===== src/rtl/display_scheduler.sv =====
// Purpose: selects which BCD value the 4-digit display shows, runs the view/set FSM, blink and idle timeout, and paces digit scanning.
// Latency: digit outputs are registered, 1 cycle from an input or view change; refresh_en and view come straight from state registers.
// Backpressure: none; button and tick pulses are sampled on every clk edge and cannot be stalled.
module display_scheduler #(
    parameter int REFRESH_DIV = 100000,
    parameter int BLINK_HALF  = 25000000,
    parameter int TIMEOUT_S   = 10
) (
    input  logic        clk,
    input  logic        rst_n,
    input  logic        mode_btn,
    input  logic        set_btn,
    input  logic        sec_tick,
    input  logic [15:0] time_bcd,
    input  logic [15:0] sw_bcd,
    input  logic [15:0] alarm_bcd,
    output logic [3:0]  ones,
    output logic [3:0]  tens,
    output logic [3:0]  hundreds,
    output logic [3:0]  thousands,
    output logic        refresh_en,
    output logic [2:0]  view
);

    localparam int RW = (REFRESH_DIV > 1) ? $clog2(REFRESH_DIV) : 1;
    localparam int BW = (BLINK_HALF > 1) ? $clog2(BLINK_HALF) : 1;
    localparam int IW = (TIMEOUT_S > 0) ? $clog2(TIMEOUT_S + 1) : 1;

    localparam logic [RW-1:0] RMAX = RW'(REFRESH_DIV - 1);
    localparam logic [BW-1:0] BMAX = BW'(BLINK_HALF - 1);
    localparam logic [IW-1:0] IMAX = IW'(TIMEOUT_S);

    localparam logic [3:0] BLANK = 4'd10;

    typedef enum logic [2:0] {
        S_TIME    = 3'd0,
        S_SW      = 3'd1,
        S_ALARM   = 3'd2,
        S_SET_HR  = 3'd3,
        S_SET_MIN = 3'd4
    } state_t;

    state_t        state;
    state_t        state_nxt;
    logic [RW-1:0] rcnt;
    logic [BW-1:0] bcnt;
    logic          blink_vis;
    logic [IW-1:0] idle_cnt;

    logic          any_btn;
    logic          mode_eff;
    logic          in_set;
    logic          in_timed;
    logic          timeout;
    logic          state_chg;
    logic          set_entry;

    logic [15:0]   src;
    logic [3:0]    d3_n, d2_n, d1_n, d0_n;

    // Anything above 9 is not a numeral, so show it as blank.
    function automatic logic [3:0] clamp(input logic [3:0] n);
        return (n > 4'd9) ? BLANK : n;
    endfunction

    // A simultaneous set_btn swallows mode_btn; a button in the timeout cycle beats the timeout.
    assign any_btn   = mode_btn | set_btn;
    assign mode_eff  = mode_btn & ~set_btn;
    assign in_set    = (state == S_SET_HR) || (state == S_SET_MIN);
    assign in_timed  = in_set || (state == S_ALARM);
    assign timeout   = in_timed && (idle_cnt == IMAX) && !any_btn;
    assign state_chg = (state_nxt != state);
    assign set_entry = state_chg && ((state_nxt == S_SET_HR) || (state_nxt == S_SET_MIN));

    assign view       = state;
    assign refresh_en = rst_n && (rcnt == RMAX);

    // Scan pacing counter, wraps at REFRESH_DIV-1.
    always_ff @(posedge clk or negedge rst_n) begin
        if (!rst_n) begin
            rcnt <= '0;
        end else if (rcnt == RMAX) begin
            rcnt <= '0;
        end else begin
            rcnt <= rcnt + RW'(1);
        end
    end

    // View state register.
    always_ff @(posedge clk or negedge rst_n) begin
        if (!rst_n) begin
            state <= S_TIME;
        end else begin
            state <= state_nxt;
        end
    end

    // Next view: mode cycles the display views, set walks the set sequence, idle timeout falls back to TIME.
    always_comb begin
        state_nxt = state;
        case (state)
            S_TIME: begin
                if (set_btn)       state_nxt = S_SET_HR;
                else if (mode_eff) state_nxt = S_SW;
            end
            S_SW: begin
                if (mode_eff) state_nxt = S_ALARM;
            end
            S_ALARM: begin
                if (mode_eff || timeout) state_nxt = S_TIME;
            end
            S_SET_HR: begin
                if (set_btn)      state_nxt = S_SET_MIN;
                else if (timeout) state_nxt = S_TIME;
            end
            S_SET_MIN: begin
                if (set_btn || timeout) state_nxt = S_TIME;
            end
            default: state_nxt = S_TIME;
        endcase
    end

    // Idle seconds since last activity; saturates at TIMEOUT_S so the timeout stays asserted.
    always_ff @(posedge clk or negedge rst_n) begin
        if (!rst_n) begin
            idle_cnt <= '0;
        end else if (any_btn || state_chg) begin
            idle_cnt <= '0;
        end else if (sec_tick && in_timed && (idle_cnt != IMAX)) begin
            idle_cnt <= idle_cnt + IW'(1);
        end
    end

    // Blink phase for the field being set; restarts visible on entry and on any button press.
    always_ff @(posedge clk or negedge rst_n) begin
        if (!rst_n) begin
            bcnt      <= '0;
            blink_vis <= 1'b1;
        end else if (any_btn || set_entry) begin
            bcnt      <= '0;
            blink_vis <= 1'b1;
        end else if (in_set) begin
            if (bcnt == BMAX) begin
                bcnt      <= '0;
                blink_vis <= ~blink_vis;
            end else begin
                bcnt <= bcnt + BW'(1);
            end
        end else begin
            bcnt      <= '0;
            blink_vis <= 1'b1;
        end
    end

    // Source select plus blanking rules for the next digit codes.
    always_comb begin
        case (state)
            S_SW:    src = sw_bcd;
            S_ALARM: src = alarm_bcd;
            default: src = time_bcd;
        endcase
        d3_n = clamp(src[15:12]);
        d2_n = clamp(src[11:8]);
        d1_n = clamp(src[7:4]);
        d0_n = clamp(src[3:0]);
        if ((state == S_TIME) && (src[15:12] == 4'd0)) begin
            d3_n = BLANK;
        end
        if ((state == S_SET_HR) && !blink_vis) begin
            d3_n = BLANK;
            d2_n = BLANK;
        end
        if ((state == S_SET_MIN) && !blink_vis) begin
            d1_n = BLANK;
            d0_n = BLANK;
        end
    end

    // Registered digit outputs; blank while in reset.
    always_ff @(posedge clk or negedge rst_n) begin
        if (!rst_n) begin
            thousands <= BLANK;
            hundreds  <= BLANK;
            tens      <= BLANK;
            ones      <= BLANK;
        end else begin
            thousands <= d3_n;
            hundreds  <= d2_n;
            tens      <= d1_n;
            ones      <= d0_n;
        end
    end

endmodule


===== config.mk =====
export PLATFORM = sky130hd
export DESIGN_NAME = display_scheduler
export DESIGN_NICKNAME = d
export VERILOG_FILES = /design/src/rtl/display_scheduler.sv
export SDC_FILE = /design/constraint.sdc
export NUM_CORES = 1
export LEC_CHECK = 0
export ABC_AREA = 1
export CAP_MARGIN = 20
export CORE_MARGIN = 2
export CORE_UTILIZATION = 35
export DETAILED_ROUTE_END_ITERATION = 10
export PLACE_DENSITY = 0.61
export SLEW_MARGIN = 10
export SYNTH_ARGS = -nofsm -noshare
export SYNTH_HDL_FRONTEND = slang
export SYNTH_SLANG_ARGS = --single-unit

===== constraint.sdc =====
create_clock -name clk -period 2 [get_ports clk]
set_input_delay 0.2 -clock clk [delete_from_list [all_inputs] [get_ports clk]]
set_output_delay 0.2 -clock clk [all_outputs]
set_load 0.02 [all_outputs]

==> results.toml <==
[floorplanning]
die-area_mm2 = 0.0112
num_rows = 37
die_h_um = 106
ios = 73
initial_utilization = 0.355
die_w_um = 106
core_mm2 = 0.0102

[finish]
area_growth_pct = 34.4
fillers = 1005
seq_area_mm2 = 0.00166
multi_input_area_mm2 = 0.00169
layout-drive-gt1-share = 0.126
instances_no_fill = 716
n_antenna_cell = 0
layout.nets = 632
final_area_mm2 = 0.00486

[critical_path]
path_class = "reg2out"
reg2reg_slack_ns = 0.18
crit_cells = 10
cpMostUsedCell = "inv_2"
cp.required_ns = 1.80
end_kind = "primary output"
critPathTopFamily = "simple AND/OR/NAND/NOR gates"
crit_chain = "ha_2 -> nand2_2 -> inv_2 -> nand2_4 -> nor2_4 -> inv_2 -> nor3_2 -> inv_1 -> nor2_2 -> buf_6"
cp_slowest_cell = "dfrtp_1"
critical-path-max-stage-delay_ns = 0.36
timing.rr.start = "bcnt[0]"
ff2ff_path_depth = 9
rr_endpoint = "bcnt[24]"
crit_end = "refresh_en"
crit_start = "rcnt[1]"
cp.arrival_ns = 1.75
path_buf_inv = 4
start_kind = "flop"
critical_path_peak_fanout = 2

[place]
dpl_cell_area_mm2 = 0.00459
place_congestion = 0.887
placedCellCount = 696
hpwl_mm = 6.56
port_buffers = 72
pre_cts_slack_ns = -0.130

[routing]
drt.antenna.violating_nets = 0
vias = 3354
wl_mm = 8.58
wl_per_cell_um = 12.0
drt-pass1-iter-count = 4
dr.first_iter.drc_count = 106
drt-vias-per-instance = 4.68
route.detailed.drc = 0

[global_route]
overflow = 0
grtUsageTotal = 0.166
grt_max_degree = 67
antenna_found_initial = 0
grt_pass1_vias = 3390
grt_pass1_wl_mm = 14.9

[power_and_ir_drop]
leakagePower_nw = 2.21
ir_worst_vdd_mv = 0.604
powerDensity_mw_per_mm2 = 975

[logic_synthesis]
ys_ff_latch = 66
synth-seq-area-share = 0.460
synth_area_per_cell_um2 = 7.56
synthCells = 478
syn-num-nets = 535
synth.distinct_cells = 31
syn_area_mm2 = 0.00362
yosys_warnings = 0

[clocking]
cts-root-buf = "clkbuf_8"
clkSinkCount = 66
max-clock-path-buffers = 2
clk_pin_slew_ns = 0.08
cts_buffers = 9
h-tree-depth = 3
cts_tree = "done"
clkLatencyLatePin_ns = 0.34
cts_hold_buf = 0

[outcome]
outcome = "finished, final reports clean"

[timing]
hold_viol_final = 0
fin_skew_ns = 0.00731
min_period_ns = 1.95
setup_viol = 0
worst-slew-pin-transition_ns = 0.825
rsz0062_at_grt = "true"
tns_ns = 0
clock.fmax_mhz = 513
period_share = 0.974
maxSlewHeadroom = 0.450
setup_slack_ns = 0.0523
hold_ws_ns = 0.0670
maxSlewViolCount = 0

[run]
max-cap-violations = 0

[min_path]
min-delay-path-class = "in2async"
==> kinds of logic after synthesis <==
kind of cell	Yosys count	synth area share
flops	66	0.460
simple gates	268	0.326
fa+ha+maj	4	0.0138
compound gates	39	0.0609
buf+inv	79	0.0858
xor+xnor	22	0.0533
==> Yosys cell counts <==
cell	instances	area, um2
o21ai_2	2	17.5
nor2_1	69	259
nor4_1	7	43.8
xnor2_1	5	43.8
o31ai_1	2	15.0
nand4_2	1	12.5
and3_1	1	6.26
inv_1	70	263
dfrtp_1	57	1430
nor3_1	20	100
nand2_2	1	6.26
xor2_1	17	149
nand3_2	1	10.0
dfstp_2	9	236
buf_2	2	10.0
nand3_1	38	190
ha_1	4	50.1
and2_1	1	6.26
nor4_2	1	12.5
o21ai_0	17	85.1
a21o_1	1	7.51
a211oi_1	1	7.51
nand4_1	13	81.3
nor3_4	1	16.3
or2_2	1	6.26
a21oi_1	13	65.1
nor2_2	2	12.5
inv_2	4	15.0
buf_4	3	22.5
nand2_1	111	417
o211ai_1	3	22.5
==> metrics by stage <==
| stage | total power (W) | util |
|---|---|---|
| after detailed placement | 0.00374 | 0.451 |
| after floorplan | 0.00295 | - |
| final | 0.00474 | 0.477 |
| after global placement | 0.00372 | 0.451 |
| after global routing | 0.00508 | 0.477 |
| after CTS | 0.00478 | 0.469 |
==> how the worst min path moves through the flow <==
stage                  from       to  slack, ns  cells past startpoint
finish                rst_n  bcnt[6]       0.07                      2
global route          rst_n  bcnt[6]       0.13                      2
CTS                   rst_n  bcnt[6]        0.1                      2
detailed placement  bcnt[0]  bcnt[0]       0.45                      1
global placement    bcnt[0]  bcnt[0]       0.45                      1
floorplan             rst_n  bcnt[0]       -0.1                      0
==> state kept, by name, summed over array words and instances (netlist names) <==
name / flops
bcnt: 25
blink_vis: 1
hundreds: 4
idle_cnt: 4
ones: 4
rcnt: 17
tens: 4
thousands: 4
view: 3
==> where the power goes <==
group          leakage [nW]  internal, W  switching (W)
Clock                0.0882     0.000483       0.000531
Combinational          1.25     0.000815        0.00124
Sequential            0.862      0.00159      0.0000839
==> what timing repair did <==
action | CTS | global route
setup buffers | 0 | 4
setup endpoints to repair | 1 | 4
pin swaps | 0 | 7
hold endpoints to repair | 0 | 0
resized for setup | 6 | 17
==> cell usage in the layout, fill, tap and decap left out, types with 2 or more instances in the layout <==
| master | n |
|---|---|
| a21oi_1 | 13 |
| buf_4 | 18 |
| clkbuf_8 | 10 |
| clkdlybuf4s50_1 | 70 |
| clkinv_2 | 2 |
| clkinv_4 | 2 |
| clkinvlp_4 | 2 |
| dfrtp_1 | 57 |
| dfstp_2 | 9 |
| ha_1 | 3 |
| inv_1 | 68 |
| inv_2 | 5 |
| nand2_1 | 108 |
| nand2_2 | 3 |
| nand3_1 | 37 |
| nand3_2 | 2 |
| nand4_1 | 13 |
| nor2_1 | 65 |
| nor2_2 | 4 |
| nor2_4 | 2 |
| nor3_1 | 18 |
| nor3_2 | 2 |
| nor4_1 | 7 |
| o211ai_1 | 3 |
| o21ai_0 | 17 |
| o21ai_2 | 2 |
| o31ai_1 | 2 |
| xnor2_1 | 5 |
| xor2_1 | 17 |
==> metal layers <==
layer,share of wire,vias to the layer above,global-route usage
met2,0.48,83,0.284
met5,0,-,0
li1,-,1719,-
met4,0.014,0,0.0517
met1,0.45,1542,0.207
met3,0.051,10,0.0414
==> area by class of cell <==
cell class / count / area share
multi-input combinational: 333 / 0.348
clock inverter: 6 / 0.00876
inverter: 74 / 0.0577
clock buffer: 10 / 0.0283
timing repair buffer: 91 / 0.180
tap: 136 / 0.0350
sequential: 66 / 0.342
Note: power is estimated with default switching activity, not from simulation.
